**config.mk**
```make
export PLATFORM = sky130hd
export DESIGN_NAME = calc_op_sequencer
export DESIGN_NICKNAME = d
export VERILOG_FILES = /design/src/rtl/calc_pkg.sv /design/src/rtl/calc_op_sequencer_bin2bcd.sv /design/src/rtl/calc_op_sequencer.sv
export SDC_FILE = /design/constraint.sdc
export NUM_CORES = 1
export LEC_CHECK = 0
export CAP_MARGIN = 20
export CORE_MARGIN = 2
export CORE_UTILIZATION = 50
export CTS_CLUSTER_DIAMETER = 60
export DETAILED_ROUTE_END_ITERATION = 12
export PLACE_DENSITY = 0.75
export SYNTH_ARGS = -nofsm -noshare
export SYNTH_HDL_FRONTEND = slang
export SYNTH_HIERARCHICAL = 1
export SYNTH_SLANG_ARGS = --single-unit
export TNS_END_PERCENT = 20
```
**constraint.sdc**
```tcl
create_clock -name clk -period 5.9 [get_ports clk]
set_input_delay 0.59 -clock clk [delete_from_list [all_inputs] [get_ports clk]]
set_output_delay 0.59 -clock clk [all_outputs]
set_load 0.01 [all_outputs]
```
**src/rtl/calc_pkg.sv**
```systemverilog
// Shared types and constants for the calculator operation sequencer:
// FSM state encoding, unit opcodes and 7-segment digit codes.
package calc_pkg;

  typedef enum logic [2:0] {
    ST_IDLE    = 3'd0,
    ST_ISSUE   = 3'd1,
    ST_WAIT    = 3'd2,
    ST_CONVERT = 3'd3,
    ST_SHOW    = 3'd4
  } state_t;

  localparam logic [2:0] OP_ADD = 3'd1;
  localparam logic [2:0] OP_MUL = 3'd2;
  localparam logic [2:0] OP_DIV = 3'd3;
  localparam logic [2:0] OP_AND = 3'd4;
  localparam logic [2:0] OP_OR  = 3'd5;

  localparam logic [4:0] DIG_E     = 5'd14;
  localparam logic [4:0] DIG_R     = 5'd16;
  localparam logic [4:0] DIG_BLANK = 5'd17;

  localparam int NDIG = 3;

  function automatic logic op_is_legal(input logic [2:0] op);
    logic ok;
    case (op)
      OP_ADD, OP_MUL, OP_DIV, OP_AND, OP_OR: ok = 1'b1;
      default:                               ok = 1'b0;
    endcase
    return ok;
  endfunction

endpackage

```
**src/rtl/calc_op_sequencer_bin2bcd.sv**
```systemverilog
// bin2bcd_seq: sequential double-dabble, one shift per cycle for W cycles.
// done and bcd are valid together in the cycle of the final shift.
module bin2bcd_seq #(
  parameter int W  = 8,
  parameter int ND = 3
) (
  input  logic            clk,
  input  logic            rst,
  input  logic            start,
  input  logic [W-1:0]    bin,
  output logic            done,
  output logic [4*ND-1:0] bcd
);

  localparam int CW = (W > 1) ? $clog2(W) : 1;

  logic [W-1:0]      r_bin;
  logic [4*ND-1:0]   r_bcd;
  logic [CW-1:0]     r_cnt;
  logic              r_busy;
  logic [4*ND-1:0]   w_adj;
  logic [4*ND+W-1:0] w_sh;

  // add-3 correction on every digit that is 5 or more, then shift left by one
  always_comb begin
    w_adj = r_bcd;
    for (int i = 0; i < ND; i++) begin
      if (r_bcd[4*i +: 4] >= 4'd5) begin
        w_adj[4*i +: 4] = r_bcd[4*i +: 4] + 4'd3;
      end else begin
        w_adj[4*i +: 4] = r_bcd[4*i +: 4];
      end
    end
    w_sh = {w_adj, r_bin} << 1;
  end

  assign done = r_busy & (r_cnt == CW'(W - 1));
  assign bcd  = w_sh[4*ND+W-1:W];

  // conversion shift register and shift counter
  always_ff @(posedge clk or posedge rst) begin
    if (rst) begin
      r_bin  <= '0;
      r_bcd  <= '0;
      r_cnt  <= '0;
      r_busy <= 1'b0;
    end else if (start) begin
      r_bin  <= bin;
      r_bcd  <= '0;
      r_cnt  <= '0;
      r_busy <= 1'b1;
    end else if (r_busy) begin
      r_bcd <= w_sh[4*ND+W-1:W];
      r_bin <= w_sh[W-1:0];
      r_cnt <= r_cnt + CW'(1);
      if (done) begin
        r_busy <= 1'b0;
      end
    end
  end

endmodule

```
**src/rtl/calc_op_sequencer.sv**
```systemverilog
// calc_op_sequencer: runs one calculation through the shared arithmetic unit and
// shows the result as three digit codes. Define CALC_OP_SEQUENCER_LZB_EN for leading-zero blanking.
module calc_op_sequencer #(
  parameter int OPW     = 4,
  parameter int RESW    = 8,
  parameter int TIMEOUT = 64
) (
  input  logic            clk,
  input  logic            ac,
  input  logic [OPW-1:0]  op_a,
  input  logic [OPW-1:0]  op_b,
  input  logic [2:0]      op_code,
  input  logic            equal_n,
  output logic            alu_start,
  output logic [OPW-1:0]  alu_a,
  output logic [OPW-1:0]  alu_b,
  output logic [2:0]      alu_op,
  input  logic            alu_done,
  input  logic [RESW-1:0] alu_result,
  input  logic            alu_err,
  output logic [4:0]      dig2,
  output logic [4:0]      dig1,
  output logic [4:0]      dig0,
  output logic            busy,
  output logic            res_valid
);

  import calc_pkg::*;

  localparam int CW = $clog2(TIMEOUT + 1);

  state_t          r_state;
  logic [CW-1:0]   r_cnt;
  logic            r_eq_s1;
  logic            r_eq_s2;
  logic            r_eq_d;
  logic            w_press;
  logic            w_in_changed;
  logic            w_conv_start;
  logic            w_conv_done;
  logic [4*NDIG-1:0] w_bcd;
  logic [4:0]      w_d2;
  logic [4:0]      w_d1;
  logic [4:0]      w_d0;

  // button synchronizer; r_eq_d keeps the previous synchronized level for edge detection
  always_ff @(posedge clk or posedge ac) begin
    if (ac) begin
      r_eq_s1 <= 1'b1;
      r_eq_s2 <= 1'b1;
      r_eq_d  <= 1'b1;
    end else begin
      r_eq_s1 <= equal_n;
      r_eq_s2 <= r_eq_s1;
      r_eq_d  <= r_eq_s2;
    end
  end

  assign w_press      = r_eq_d & ~r_eq_s2;
  assign w_in_changed = (op_a != alu_a) | (op_b != alu_b) | (op_code != alu_op);
  assign w_conv_start = (r_state == ST_WAIT) & alu_done & ~alu_err;

  bin2bcd_seq #(
    .W  (RESW),
    .ND (NDIG)
  ) u_bin2bcd (
    .clk   (clk),
    .rst   (ac),
    .start (w_conv_start),
    .bin   (alu_result),
    .done  (w_conv_done),
    .bcd   (w_bcd)
  );

  // result digit formatting, optionally suppressing leading zeros
  always_comb begin
    w_d2 = {1'b0, w_bcd[11:8]};
    w_d1 = {1'b0, w_bcd[7:4]};
    w_d0 = {1'b0, w_bcd[3:0]};
`ifdef CALC_OP_SEQUENCER_LZB_EN
    w_d2 = (w_bcd[11:8] == 4'd0) ? DIG_BLANK : {1'b0, w_bcd[11:8]};
    w_d1 = (w_bcd[11:4] == 8'd0) ? DIG_BLANK : {1'b0, w_bcd[7:4]};
`else
    w_d2 = {1'b0, w_bcd[11:8]};
`endif
  end

  // sequencing FSM; outputs are registered together with the state
  always_ff @(posedge clk or posedge ac) begin
    if (ac) begin
      r_state   <= ST_IDLE;
      r_cnt     <= '0;
      alu_start <= 1'b0;
      alu_a     <= '0;
      alu_b     <= '0;
      alu_op    <= 3'd0;
      dig2      <= DIG_BLANK;
      dig1      <= DIG_BLANK;
      dig0      <= DIG_BLANK;
      busy      <= 1'b0;
      res_valid <= 1'b0;
    end else begin
      alu_start <= 1'b0;
      case (r_state)
        ST_IDLE, ST_SHOW: begin
          if ((r_state == ST_SHOW) && w_in_changed) begin
            r_state   <= ST_IDLE;
            dig2      <= DIG_BLANK;
            dig1      <= DIG_BLANK;
            dig0      <= DIG_BLANK;
            res_valid <= 1'b0;
          end else if (w_press) begin
            alu_a  <= op_a;
            alu_b  <= op_b;
            alu_op <= op_code;
            if (op_is_legal(op_code)) begin
              r_state   <= ST_ISSUE;
              alu_start <= 1'b1;
              busy      <= 1'b1;
              res_valid <= 1'b0;
              dig2      <= DIG_BLANK;
              dig1      <= DIG_BLANK;
              dig0      <= DIG_BLANK;
            end else begin
              r_state   <= ST_SHOW;
              dig2      <= DIG_E;
              dig1      <= DIG_R;
              dig0      <= DIG_R;
              busy      <= 1'b0;
              res_valid <= 1'b1;
            end
          end
        end
        ST_ISSUE: begin
          r_state <= ST_WAIT;
          r_cnt   <= '0;
        end
        ST_WAIT: begin
          // a done arriving on the timeout cycle is still honoured
          if (alu_done) begin
            if (alu_err) begin
              r_state   <= ST_SHOW;
              dig2      <= DIG_E;
              dig1      <= DIG_R;
              dig0      <= DIG_R;
              busy      <= 1'b0;
              res_valid <= 1'b1;
            end else begin
              r_state <= ST_CONVERT;
            end
          end else if (r_cnt == CW'(TIMEOUT - 1)) begin
            r_state   <= ST_SHOW;
            dig2      <= DIG_E;
            dig1      <= DIG_R;
            dig0      <= DIG_R;
            busy      <= 1'b0;
            res_valid <= 1'b1;
          end else begin
            r_cnt <= r_cnt + CW'(1);
          end
        end
        ST_CONVERT: begin
          if (w_conv_done) begin
            r_state   <= ST_SHOW;
            dig2      <= w_d2;
            dig1      <= w_d1;
            dig0      <= w_d0;
            busy      <= 1'b0;
            res_valid <= 1'b1;
          end
        end
        default: begin
          r_state   <= ST_IDLE;
          dig2      <= DIG_BLANK;
          dig1      <= DIG_BLANK;
          dig0      <= DIG_BLANK;
          busy      <= 1'b0;
          res_valid <= 1'b0;
        end
      endcase
    end
  end

endmodule

```
==> flow_summary.ini <==
[final_layout]
drive_above_1_share_pct = 14.8
antenna_cells = 0
syn_to_final_growth_pct = 20.7
post-route-util_pct = 62.9
final_common_cell = dfrtp_1
n_fill_cell = 587
fin_cells = 489
ff_latch_area_um2 = 1640
fin_nets = 421
multi_input_area_um2 = 1740
final_cell_mix = 57 x dfrtp_1, 52 x clkdlybuf4s50_1, 33 x nand2_1

[placed_design]
place_hpwl_mm = 5.02
port_buffers = 52
dp.cells = 473
gp_congestion = 0.780

[setup_path]
slowest_delay_ns = 0.67
worstSetupStartpointType = register
reg2reg_depth = 6
required_ns = 6.14
crit_family = simple AND/OR/NAND/NOR gates
criticalPathCategory = register to register
cp_num_buf_inv = 1
r2r_setup_slack_ns = 3.33
critPathSlowestCell = dfrtp_1
cp_max_fo = 40
critPathCaptureType = register
crit_arrival_ns = 2.81
r2r-start = r_state[2]
worstReg2RegEnd = dig0[2]
crit_chain = or2b_2 -> nor2_2 -> buf_4 -> or3_4 -> a21oi_4 -> mux2i_1

[clocking]
h-tree-depth = 3
worstSkewPairLatency_ns = 0.33
cts_buffers = 9
postCtsSetupBuffers = 0
root_buffer = clkbuf_8
cts_tree = built
cts.clk_slew.worst_paths_ns = 0.07
cts_resized = 0
clockBufferDepth = 2
clock_sinks = 65
ctsHoldBuffers = 0

[yosys]
async_flop_share_pct = 100
synthDistinctLibCells = 59
synth-seq-cells = 65
synth-seq-area-share_pct = 45.7
synth_area_um2 = 3580
synth-xor-area-share_pct = 4.40
synth.area.mux_share_pct = 11.4
synth_edf_count = 0
ys_warn_count = 6
synth_area_leaders = dfrtp_1 40%, mux2i_1 6.4%, dfstp_2 5.9%, xnor2_1 4.4%, nand2_1 3.5%
yosys.area_share.adder_pct = 3.14
syn_area_per_cell_um2 = 10.6
synth_compound_area_share_pct = 15.9
syn_inst = 337
yosysTopAreaCell = dfrtp_1
synth_top_family_by_area = compound AO/OA/AOI/OAI gates
synthFlopType = dfrtp_1
synth_nets = 370
synth_top_area_share_pct = 39.8
yosys.area_share.simple_pct = 13.8

[outcome]
status = complete, no violations

[route]
drcViolationCount = 0
drtIter0Drc = 115
wl_mm = 7.10
ant_nets = 0
vias_per_cell = 5.38
wl_per_cell_um = 14.5
routed-via-count = 2631
drt-pass1-iter-count = 4

[floorplan]
fp-row-count = 30
start_util_pct = 52.1
die_w_um = 88.6
io_pins = 53
die_h_um = 88.6
dieArea_um2 = 7850
core_area_um2 = 6870

[min_path]
hold_class = register to register
worstHoldEndpoint = r_eq_s2
hold_depth = 0
min_from = r_eq_s1

[global_route]
grt_max_degree = 42
grt_use_total_pct = 19.8
grt_pass1_wl_mm = 12.0
grt.overflow.total = 0
grt_pass1_vias = 2647
antenna_found_initial = 0

[sta]
setup_viol = 0
finalCriticalPeriod_ns = 2.57
grt_setup_unrepaired = false
timing.final.crit_share_pct = 43.5
fmax_ghz = 0.390
finalMaxSlewViolations = 0
fin_tns_setup_ns = 0
hold_violations = 0
fin_skew_ns = 0.00677
tightest_slew_ns = 0.899
relSlewSlack_pct = 40.0

[power_and_ir_drop]
p_per_area_nw_per_um2 = 532
finalPower_mw = 2.30
p_leak_nw = 1.84
ir_worst_vdd_uv = 288

[flow_run]
drv_cap = 0
[layer usage]
| metal | global-route usage (%) | share of wire (%) | vias to the layer above |
|---|---|---|---|
| li1 | - | - | 1277 |
| met1 | 24.4 | 43 | 1291 |
| met2 | 34.4 | 52 | 54 |
| met3 | 4.66 | 3.7 | 9 |
| met4 | 6.06 | 1.2 | 0 |
| met5 | 0 | 0 | - |
[state kept, by name, summed over array words and instances (netlist names)]
register          flops
dig1                  4
r_eq_s2               1
alu_start             1
u_bin2bcd/r_cnt       3
alu_b                 4
busy                  1
u_bin2bcd/r_bcd      12
r_cnt                 7
r_eq_d                1
dig2                  5
r_eq_s1               1
r_state               3
alu_op                3
u_bin2bcd/r_bin       8
dig0                  5
alu_a                 4
res_valid             1
u_bin2bcd/r_busy      1
[synthesized netlist by cell type (all sizes together) (2+ instances only)]
cell     number
o311ai        3
nor2b         6
nor3          5
clkbuf        4
nand2b        7
a21oi        15
or3           3
or4           3
a311oi        4
nor2         20
dfrtp        57
inv          25
a2bb2oi       3
nand3         6
o21ai        22
dfstp         8
o21a          2
nand2        33
xnor2        18
mux2         13
ha            9
a31oi         7
nand4         2
a21o          3
o21bai        2
a211oi        4
nand4b        3
buf          11
mux2i        23
[report_power, final]
part | total [mW] | switching, mW | internal [mW]
combinational | 1.12 | 0.542 | 0.582
clock | 0.364 | 0.158 | 0.206
sequential | 0.811 | 0.178 | 0.633
total | 2.30 | 0.878 | 1.42
[stage by stage]
stage	setup WS [ns]	area (um2)	hold slack, ns
2_1_floorplan	3.76	3580	0.345
3_3_place_gp	3.10	4130	0.347
3_5_place_dp	3.00	4130	0.348
4_1_cts	3.32	4320	0.359
5_1_grt	3.17	4320	0.365
6_report	3.33	4320	0.358
[worst max path at each step]
stage | from | endpoint | slack, ns | depth (start not counted)
floorplan | u_bin2bcd/r_cnt[0] | r_state[2] | 3.76 | 8
global placement | alu_done | dig0[2] | 3.10 | 7
detailed placement | alu_done | dig1[2] | 3.00 | 7
CTS | r_state[2] | dig0[2] | 3.32 | 6
global route | r_state[2] | dig2[1] | 3.17 | 6
finish | r_state[2] | dig0[2] | 3.33 | 6
[logic make-up after synthesis]
group / after synthesis
AOI/OAI and AO/OA: 74
muxes: 36
xor gates and xnor gates: 18
and+or+nand+nor: 95
adders and majority gates: 9
DFF: 65
buffers and inverters: 40
[cell type report]
type,count,area share (%)
multi-input cells,232,40.2
well taps,96,2.78
clock buffers,13,3.45
clock inverters,3,0.926
inverters,25,2.17
repair buffers,55,12.6
flip-flops and latches,65,37.9
Power figures use the tool's default switching activity.
